`config.mk`:
```
export PLATFORM = sky130hd
export DESIGN_NAME = vote_window_collector
export DESIGN_NICKNAME = d
export VERILOG_FILES = /design/src/rtl/vote_pkg.sv /design/src/rtl/vote_popcount.sv /design/src/rtl/vote_window_collector.sv
export SDC_FILE = /design/constraint.sdc
export NUM_CORES = 1
export LEC_CHECK = 0
export ABC_AREA = 1
export CORE_ASPECT_RATIO = 0.75
export CORE_MARGIN = 3
export CORE_UTILIZATION = 45
export CTS_BUF_LIST = sky130_fd_sc_hd__clkbuf_4
export CTS_CLUSTER_SIZE = 20
export DETAILED_ROUTE_END_ITERATION = 12
export HOLD_SLACK_MARGIN = 0.08
export MAX_ROUTING_LAYER = met4
export PLACE_DENSITY = 0.72
export RECOVER_POWER = 50
export REMOVE_ABC_BUFFERS = 1
export SETUP_SLACK_MARGIN = 0.2
export SYNTH_ARGS = -nofsm -noshare
export SYNTH_HDL_FRONTEND = slang
export SYNTH_SLANG_ARGS = --single-unit
```
`constraint.sdc`:
```
create_clock -name clk -period 1.6 [get_ports clk]
set_input_delay 0.4 -clock clk [delete_from_list [all_inputs] [get_ports clk]]
set_output_delay 0.4 -clock clk [all_outputs]
set_load 0.005 [all_outputs]
```
`src/rtl/vote_pkg.sv`:
```
// Shared definitions for the majority-vote path: FSM encoding, width helper
// and the popcount used by both the window collector and the voter.
package vote_pkg;

  typedef enum logic {
    FILL = 1'b0,
    HOLD = 1'b1
  } state_t;

  // Ceiling log2 for v >= 2; bounded loop keeps it usable at elaboration.
  function automatic int clog2(input int v);
    int r;
    r = 0;
    for (int i = 0; i < 31; i++) begin
      if ((1 << i) < v) r = i + 1;
    end
    return r;
  endfunction

  function automatic int unsigned popcount(input logic [31:0] v);
    int unsigned c;
    c = 0;
    for (int i = 0; i < 32; i++) begin
      c += {31'd0, v[i]};
    end
    return c;
  endfunction

endpackage

```
`src/rtl/vote_popcount.sv`:
```
// Combinational popcount of an N-bit window and comparison against a
// majority threshold. Windows wider than 32 bits are not supported.
module vote_popcount
  import vote_pkg::*;
#(
  parameter int N        = 5,
  parameter int MAJORITY = 3
) (
  input  logic [N-1:0] bits,
  output logic         maj
);

  logic [31:0] ext;

  always_comb begin
    ext         = '0;
    ext[N-1:0]  = bits;
    maj         = (int'(popcount(ext)) >= MAJORITY);
  end

endmodule

```
`src/rtl/vote_window_collector.sv`:
```
// Serial-to-window collector feeding the majority voter: gathers N accepted
// samples (first at bit 0) and presents them with valid/ready backpressure.
// Optional registered vote output enabled by defining VOTE_REG_EN.
module vote_window_collector
  import vote_pkg::*;
#(
  parameter int N        = 5,
  parameter int MAJORITY = 3,
  parameter int CNT_W    = 16
) (
  input  logic             clk,
  input  logic             rst_n,
  input  logic             flush,
  input  logic             in_bit,
  input  logic             in_valid,
  output logic             in_ready,
  output logic [N-1:0]     out_data,
  output logic             out_valid,
  input  logic             out_ready,
  output logic [CNT_W-1:0] win_cnt,
  output logic             vote
);

  localparam int CW = clog2(N);
  localparam logic [CW-1:0] LAST = CW'(N - 1);

  state_t          state_p0;
  logic [CW-1:0]   cnt_p0;
  // Only the upper N-1 bits of the window are ever shifted back in, so bit 0
  // of the previous shift never needs to be stored.
  logic [N-2:0]    part_p0;
  logic [N-1:0]    shifted;
  logic            last_accept;

  assign shifted     = {in_bit, part_p0};
  assign in_ready    = !flush && ((state_p0 == FILL) || out_ready);
  assign last_accept = !flush && (state_p0 == FILL) && in_valid && (cnt_p0 == LAST);

  // Stage p0: accept samples, build the window, run the FILL/HOLD handshake
  always_ff @(posedge clk) begin
    if (!rst_n) begin
      state_p0  <= FILL;
      cnt_p0    <= '0;
      out_data  <= '0;
      out_valid <= 1'b0;
      win_cnt   <= '0;
    end else if (flush) begin
      state_p0  <= FILL;
      cnt_p0    <= '0;
      out_valid <= 1'b0;
    end else begin
      case (state_p0)
        FILL: begin
          if (in_valid) begin
            part_p0 <= shifted[N-1:1];
            if (cnt_p0 == LAST) begin
              out_data  <= shifted;
              out_valid <= 1'b1;
              cnt_p0    <= '0;
              state_p0  <= HOLD;
            end else begin
              cnt_p0 <= cnt_p0 + CW'(1);
            end
          end
        end
        HOLD: begin
          if (out_ready) begin
            win_cnt   <= win_cnt + CNT_W'(1);
            out_valid <= 1'b0;
            state_p0  <= FILL;
            if (in_valid) begin
              part_p0 <= shifted[N-1:1];
              cnt_p0  <= CW'(1);
            end else begin
              cnt_p0  <= '0;
            end
          end
        end
        default: state_p0 <= FILL;
      endcase
    end
  end

`ifdef VOTE_REG_EN
  logic maj;

  vote_popcount #(
    .N        (N),
    .MAJORITY (MAJORITY)
  ) u_popcount (
    .bits (shifted),
    .maj  (maj)
  );

  // Stage p0: vote captured alongside out_data; flush leaves it untouched
  always_ff @(posedge clk) begin
    if (!rst_n) begin
      vote <= 1'b0;
    end else if (last_accept) begin
      vote <= maj;
    end
  end
`else
  assign vote = 1'b0;

  // A threshold above N could never be met; MAJORITY has no other use here.
  if (MAJORITY > N) begin : g_majority_unreachable
  end

  logic unused_last;
  assign unused_last = last_accept;
`endif

endmodule

```
==> results.toml, run 1 <==
[final_layout]
drive_above_1_share_pct = 31.4
multi_input_area_um2 = 737
seqCellArea_um2 = 669
nFillCells = 215
finalNonFillerCells = 291
fin_area_um2 = 2110
synthToLayoutAreaGrowth_pct = 51.3
nets = 263
n_antenna_cell = 0

[grt]
antenna_found_initial = 0
grt_max_degree = 22
grt_pass1_vias = 1314
overflow = 0
grt_usage_pct = 21.6
grt_pass1_wl_um = 5990

[route]
drc = 0
via_per_inst = 5.22
wl_um = 4110
drt_iter0_drc = 82
drtPass1Iterations = 4
wl_per_cell_um = 14.1
num_vias = 1520
ant_nets = 0

[job]
max_cap_viol_count = 0

[hold_path]
min_to = "part_p0[1]"
min_from = "part_p0[2]"
hp-class = "reg -> reg"
min_path_cells = 0

[cts]
tritoncts = "done"
ctsHoldBuffers = 0
clockBufferDepth = 2
clk_pin_slew_ns = 0.09
htreeDepth = 2
cts_buffers = 5
clock_latency_ns = 0.34
clock_sinks = 30
cts_root_buf = "clkbuf_4"

[synth]
ys_seq_elements = 30
synthArstFlopShare_pct = 0
yosysWarnings = 0
ys.flop_type = "dfxtp_1"
synth_cell_types = 24
synthCells = 191
netlist_area_um2 = 1400
avgSynthCellArea_um2 = 7.31
synth_top_area_share_pct = 37.3
synthTopCellsByArea = "dfxtp_1 (37%), nor2_1 (9.9%), nand2_1 (9.1%)"
yosysMostFrequentCell = "nor2_1"
synth_top_area_cell = "dfxtp_1"
synth_edf_count = 4
netlist_top_cells_count = "nor2_1 (37), nand2_1 (34), inv_1 (28)"
synth.yosys.seq_area_share_pct = 45.9

[sta]
slew_violations = 0
clock-skew-final_ns = 0.00283
finalCriticalPeriod_ns = 1.50
setup_violations = 0
hold_violations = 0
rsz0062_at_grt = "yes"
period_share_pct = 93.9
fmax_mhz = 666
fin_ws_ns = 0.0978

[outcome]
status = "finished clean"

[floorplanning]
fp.dieArea_um2 = 3810
initial_utilization_pct = 50.2
fp.dieW_um = 70.3
coreArea_um2 = 2780
rows = 16
die_h_um = 54.2
io_pins = 30

[worst_setup_path]
crit_path_start_kind = "input port"
worstPathArrival_ns = 1.75
crit_fanout = 21
critPathCaptureType = "register"
critical_path_class = "in -> reg"
reg2regPathDepth = 9
r2r_slack_ns = 0.13
cp_data_required_time_ns = 1.85
r2r-start = "cnt_p0[0]"
r2r-end = "out_data[4]"

[power_and_ir_drop]
vdd_drop_max_v = 0.000601
power_density_nw_per_um2 = 604
p_leak_uw = 0.000980

[placement]
io_buffers = 28
hpwl_um = 2330
placed_cells = 263
gp_congestion = 0.898
preCtsSetupSlack_ns = -0.365
place_area_um2 = 1780
## registers in the layout, indices dropped and copies added (netlist names)
signal     count
state_p0       1
out_valid      1
win_cnt       16
part_p0        4
cnt_p0         3
out_data       5
## critical path: stages
cell and delay (ns):
dlygate4sd3_1 0.60, clkbuf_2 0.38, o21ai_0 0.17, a21oi_1 0.20
## how the worst max path moves through the flow
stage / from / slack [ns] / cells past startpoint / endpoint
floorplan: flush / 0.24 / 3 / part_p0[0]
global placement: out_ready / -0.31 / 4 / in_ready
detailed placement: out_ready / -0.36 / 4 / in_ready
CTS: state_p0 / 0.09 / 4 / in_ready
global route: cnt_p0[0] / 0.02 / 9 / out_data[4]
finish: rst_n / 0.1 / 4 / win_cnt[0]
## timing repair
item                       in CTS  in global routing
pin swaps                       6                 10
buffers inserted               13                  7
setup endpoints to repair      40                 20
gates resized for setup        57                 30
## per-stage QoR
stage	setup TNS, ns	hold WS (ns)	total power, uW	util [%]
after floorplan	0	0.427	805	-
after global placement	-3.05	0.436	842	64.0
after detailed placement	-4.17	0.440	845	64.0
after CTS	0	0.462	1280	70.8
after global routing	0	0.481	1330	75.9
final	0	0.460	1280	75.9
## routing by layer
| layer | routed length (um) | vias up | GRT usage, % |
|---|---|---|---|
| li1 | - | 744 | - |
| met1 | 1840 | 719 | 25.2 |
| met2 | 1940 | 45 | 34.8 |
| met3 | 201 | 12 | 5.50 |
| met4 | 127 | 0 | 12.1 |
| met5 | 0 | - | - |
## power by group
part | leakage [uW] | switching, uW | internal, uW | total [uW]
logic | 0.000692 | 37.3 | 26.0 | 63.3
clock network | 0.0000331 | 270 | 182 | 452
registers | 0.000255 | 2.30 | 759 | 762
total | 0.000980 | 310 | 967 | 1280
## logic make-up (layout without fill, tap and decap cells)
logic type / count (synthesis) / after routing / synth area share (%)
other: 1 / 1 / 0.269
AOI/OAI and AO/OA: 30 / 30 / 11.4
DFF: 30 / 30 / 45.9
adders and majority gates: 3 / 3 / 2.69
buffers and inverters: 31 / 95 / 9.14
and+or+nand+nor: 96 / 96 / 30.6
## cells in the final DEF (no fill, tap or decap), types with 2 or more instances in the layout
cell and instances:
a21oi_1 11, buf_4 26, buf_6 3, clkbuf_4 6, dfxtp_1 11, dfxtp_2 11
dfxtp_4 4, dlygate4sd2_1 23, dlygate4sd3_1 3, edfxtp_1 4, ha_1 2, inv_1 25
inv_2 3, nand2_1 34, nand2_2 2, nand3_1 7, nand3_4 3, nand4_1 3
nor2_1 29, nor2_2 4, nor2_4 8, nor3_1 2, o21ai_0 13, o21ai_1 2
## area by class of cell
cell class	instances	area share, %
inverters	28	4.97
flip-flops and latches	30	31.7
clock buffers	6	2.13
well taps	36	2.13
multi-input cells	130	34.9
repair buffers	59	23.8
clock inverters	2	0.414
Note: power is estimated with default switching activity, not from simulation.
==> run 2: changes to the inputs <==
- CORE_UTILIZATION: 45 -> 52
- CTS_CLUSTER_SIZE: 20 -> 30
- PLACE_DENSITY: 0.72 -> 0.81
- SKIP_LAST_GASP: default -> 1
==> results.toml, run 2 (synthesis gave the netlist of run 1 again) <==
[route]
ant_nets = 0
drt_iter0_drc = 101
via_per_inst = 5.41
wl_per_cell_um = 15.3
wl_um = 4380
drtPass1Iterations = 5
num_vias = 1554
drc = 0

[final_layout]
nets = 261
drive_above_1_share_pct = 31.2
final_common_cell = "nand2_1"
synthToLayoutAreaGrowth_pct = 50.1
fin_util_pct = 86.6
n_antenna_cell = 0
largestRegisters = "win_cnt (16), out_data (5), part_p0 (4)"
fin_area_um2 = 2100
largest-register = "win_cnt"
largest_reg_flops = 16
layout_common_cells = "nand2_1 (33), nor2_1 (28), buf_4 (28)"
finalNonFillerCells = 287

[sta]
fmax_mhz = 676
period_share_pct = 92.5
rsz0062_at_grt = "yes"
clock-skew-final_ns = 0.0204
finalCriticalPeriod_ns = 1.48
whs_ns = 0.474
setup_tns_ns = 0
slew_violations = 0
hold_violations = 0
setup_violations = 0

[worst_setup_path]
path_common_cell = "nor2_4"
cp_data_required_time_ns = 1.89
r2r_slack_ns = 0.14
crit_path_start_kind = "input port"
worstPathCellList = "clkdlybuf4s50_1 -> buf_4 -> nor2_4 -> nand2_2 -> nor2_4 -> o21ai_0 -> a21oi_1"
crit_slowest_cell = "clkdlybuf4s50_1"
critPathCaptureType = "register"
worstPathArrival_ns = 1.77
crit_fanout = 5
reg2regPathDepth = 7
critPathMaxStageDelay_ns = 0.43
critical_path_class = "in -> reg"

[cts]
clk_pin_slew_ns = 0.11
clockBufferDepth = 2
clock_sinks = 30
htreeDepth = 2
cts_buffers = 5
cts_root_buf = "clkbuf_4"
clock_latency_ns = 0.36
tritoncts = "done"

[floorplanning]
initial_utilization_pct = 57.7
coreArea_um2 = 2420
rows = 15
io_pins = 30
fp.dieW_um = 65.8
fp.dieArea_um2 = 3350
die_h_um = 50.9

[placement]
place_area_um2 = 1790
placed_cells = 262
gp_congestion = 0.895
io_buffers = 28
hpwl_um = 2470

[job]
max_cap_viol_count = 0

[power_and_ir_drop]
power_density_nw_per_um2 = 698
vdd_drop_max_v = 0.000474
p_leak_uw = 0.000945

[grt]
grt_usage_pct = 27.0
grt_pass1_wl_um = 6530
grt_max_degree = 22
overflow = 0
grt_pass1_vias = 1442
antenna_found_initial = 0

[hold_path]
hp-class = "reg -> reg"
min_path_cells = 0

[outcome]
status = "finished clean"
run 2: worst max-delay path: cells and delay by family:
kind | cells | cell delay (ns)
buffers and inverters | 2 | 0.60
AND/OR/NAND/NOR | 3 | 0.44
AO/OA/AOI/OAI | 2 | 0.31
run 2: final timing paths:
kind | start | endpoint
setup / recovery | flush | win_cnt[7]
hold / removal | part_p0[3] | part_p0[2]
setup reg to reg | state_p0 | win_cnt[7]
hold reg to reg | part_p0[3] | part_p0[2]
run 2: repair_timing:
| item | 4_1_cts | 5_1_grt |
|---|---|---|
| hold buffers | 0 | 0 |
| endpoints found under the setup margin | 38 | 20 |
| resized for setup | 61 | 33 |
| pin swaps | 4 | 8 |
| buffers inserted | 15 | 2 |
run 2: per-layer routing:
metal  GRT usage [%]  part of all wire [%]  routed length [um]  vias to the layer above
met5               -                     0                   0                        -
met4            11.4                   2.9                 128                        0
met3            8.35                   7.4                 323                       16
met2            43.3                    49                2150                       76
met1            31.4                    41                1780                      732
li1                -                     -                   -                      730
run 2: cell type report:
cell class / count / area [um2]
Sequential cell: 30 / 653
Fill cell: 142 / 325
Tap cell: 34 / 42.5
Inverter: 28 / 108
Timing Repair Buffer: 57 / 468
Multi-Input combinational cell: 130 / 746
Clock buffer: 6 / 45.0
Clock inverter: 2 / 33.8
run 2: report_power, final:
group | switching [uW] | total [uW] | internal, uW
Clock | 287 | 629 | 342
Combinational | 38.9 | 66.0 | 27.2
Sequential | 3.11 | 768 | 764
run 2: metrics by stage:
stage,power (uW),setup WS (ns)
floorplan,805,0.242
global placement,842,-0.312
detailed placement,845,-0.332
CTS,1450,0.0183
global route,1500,0.0786
finish,1460,0.120
==> run 3: changes to the inputs <==
- CORE_UTILIZATION: 52 -> 45
- GPL_ROUTABILITY_DRIVEN: default -> 1
- PLACE_DENSITY: 0.81 -> 0.72
==> results of run 3 <==
The final DEF is identical to that of run 1; final timing and power are the same.
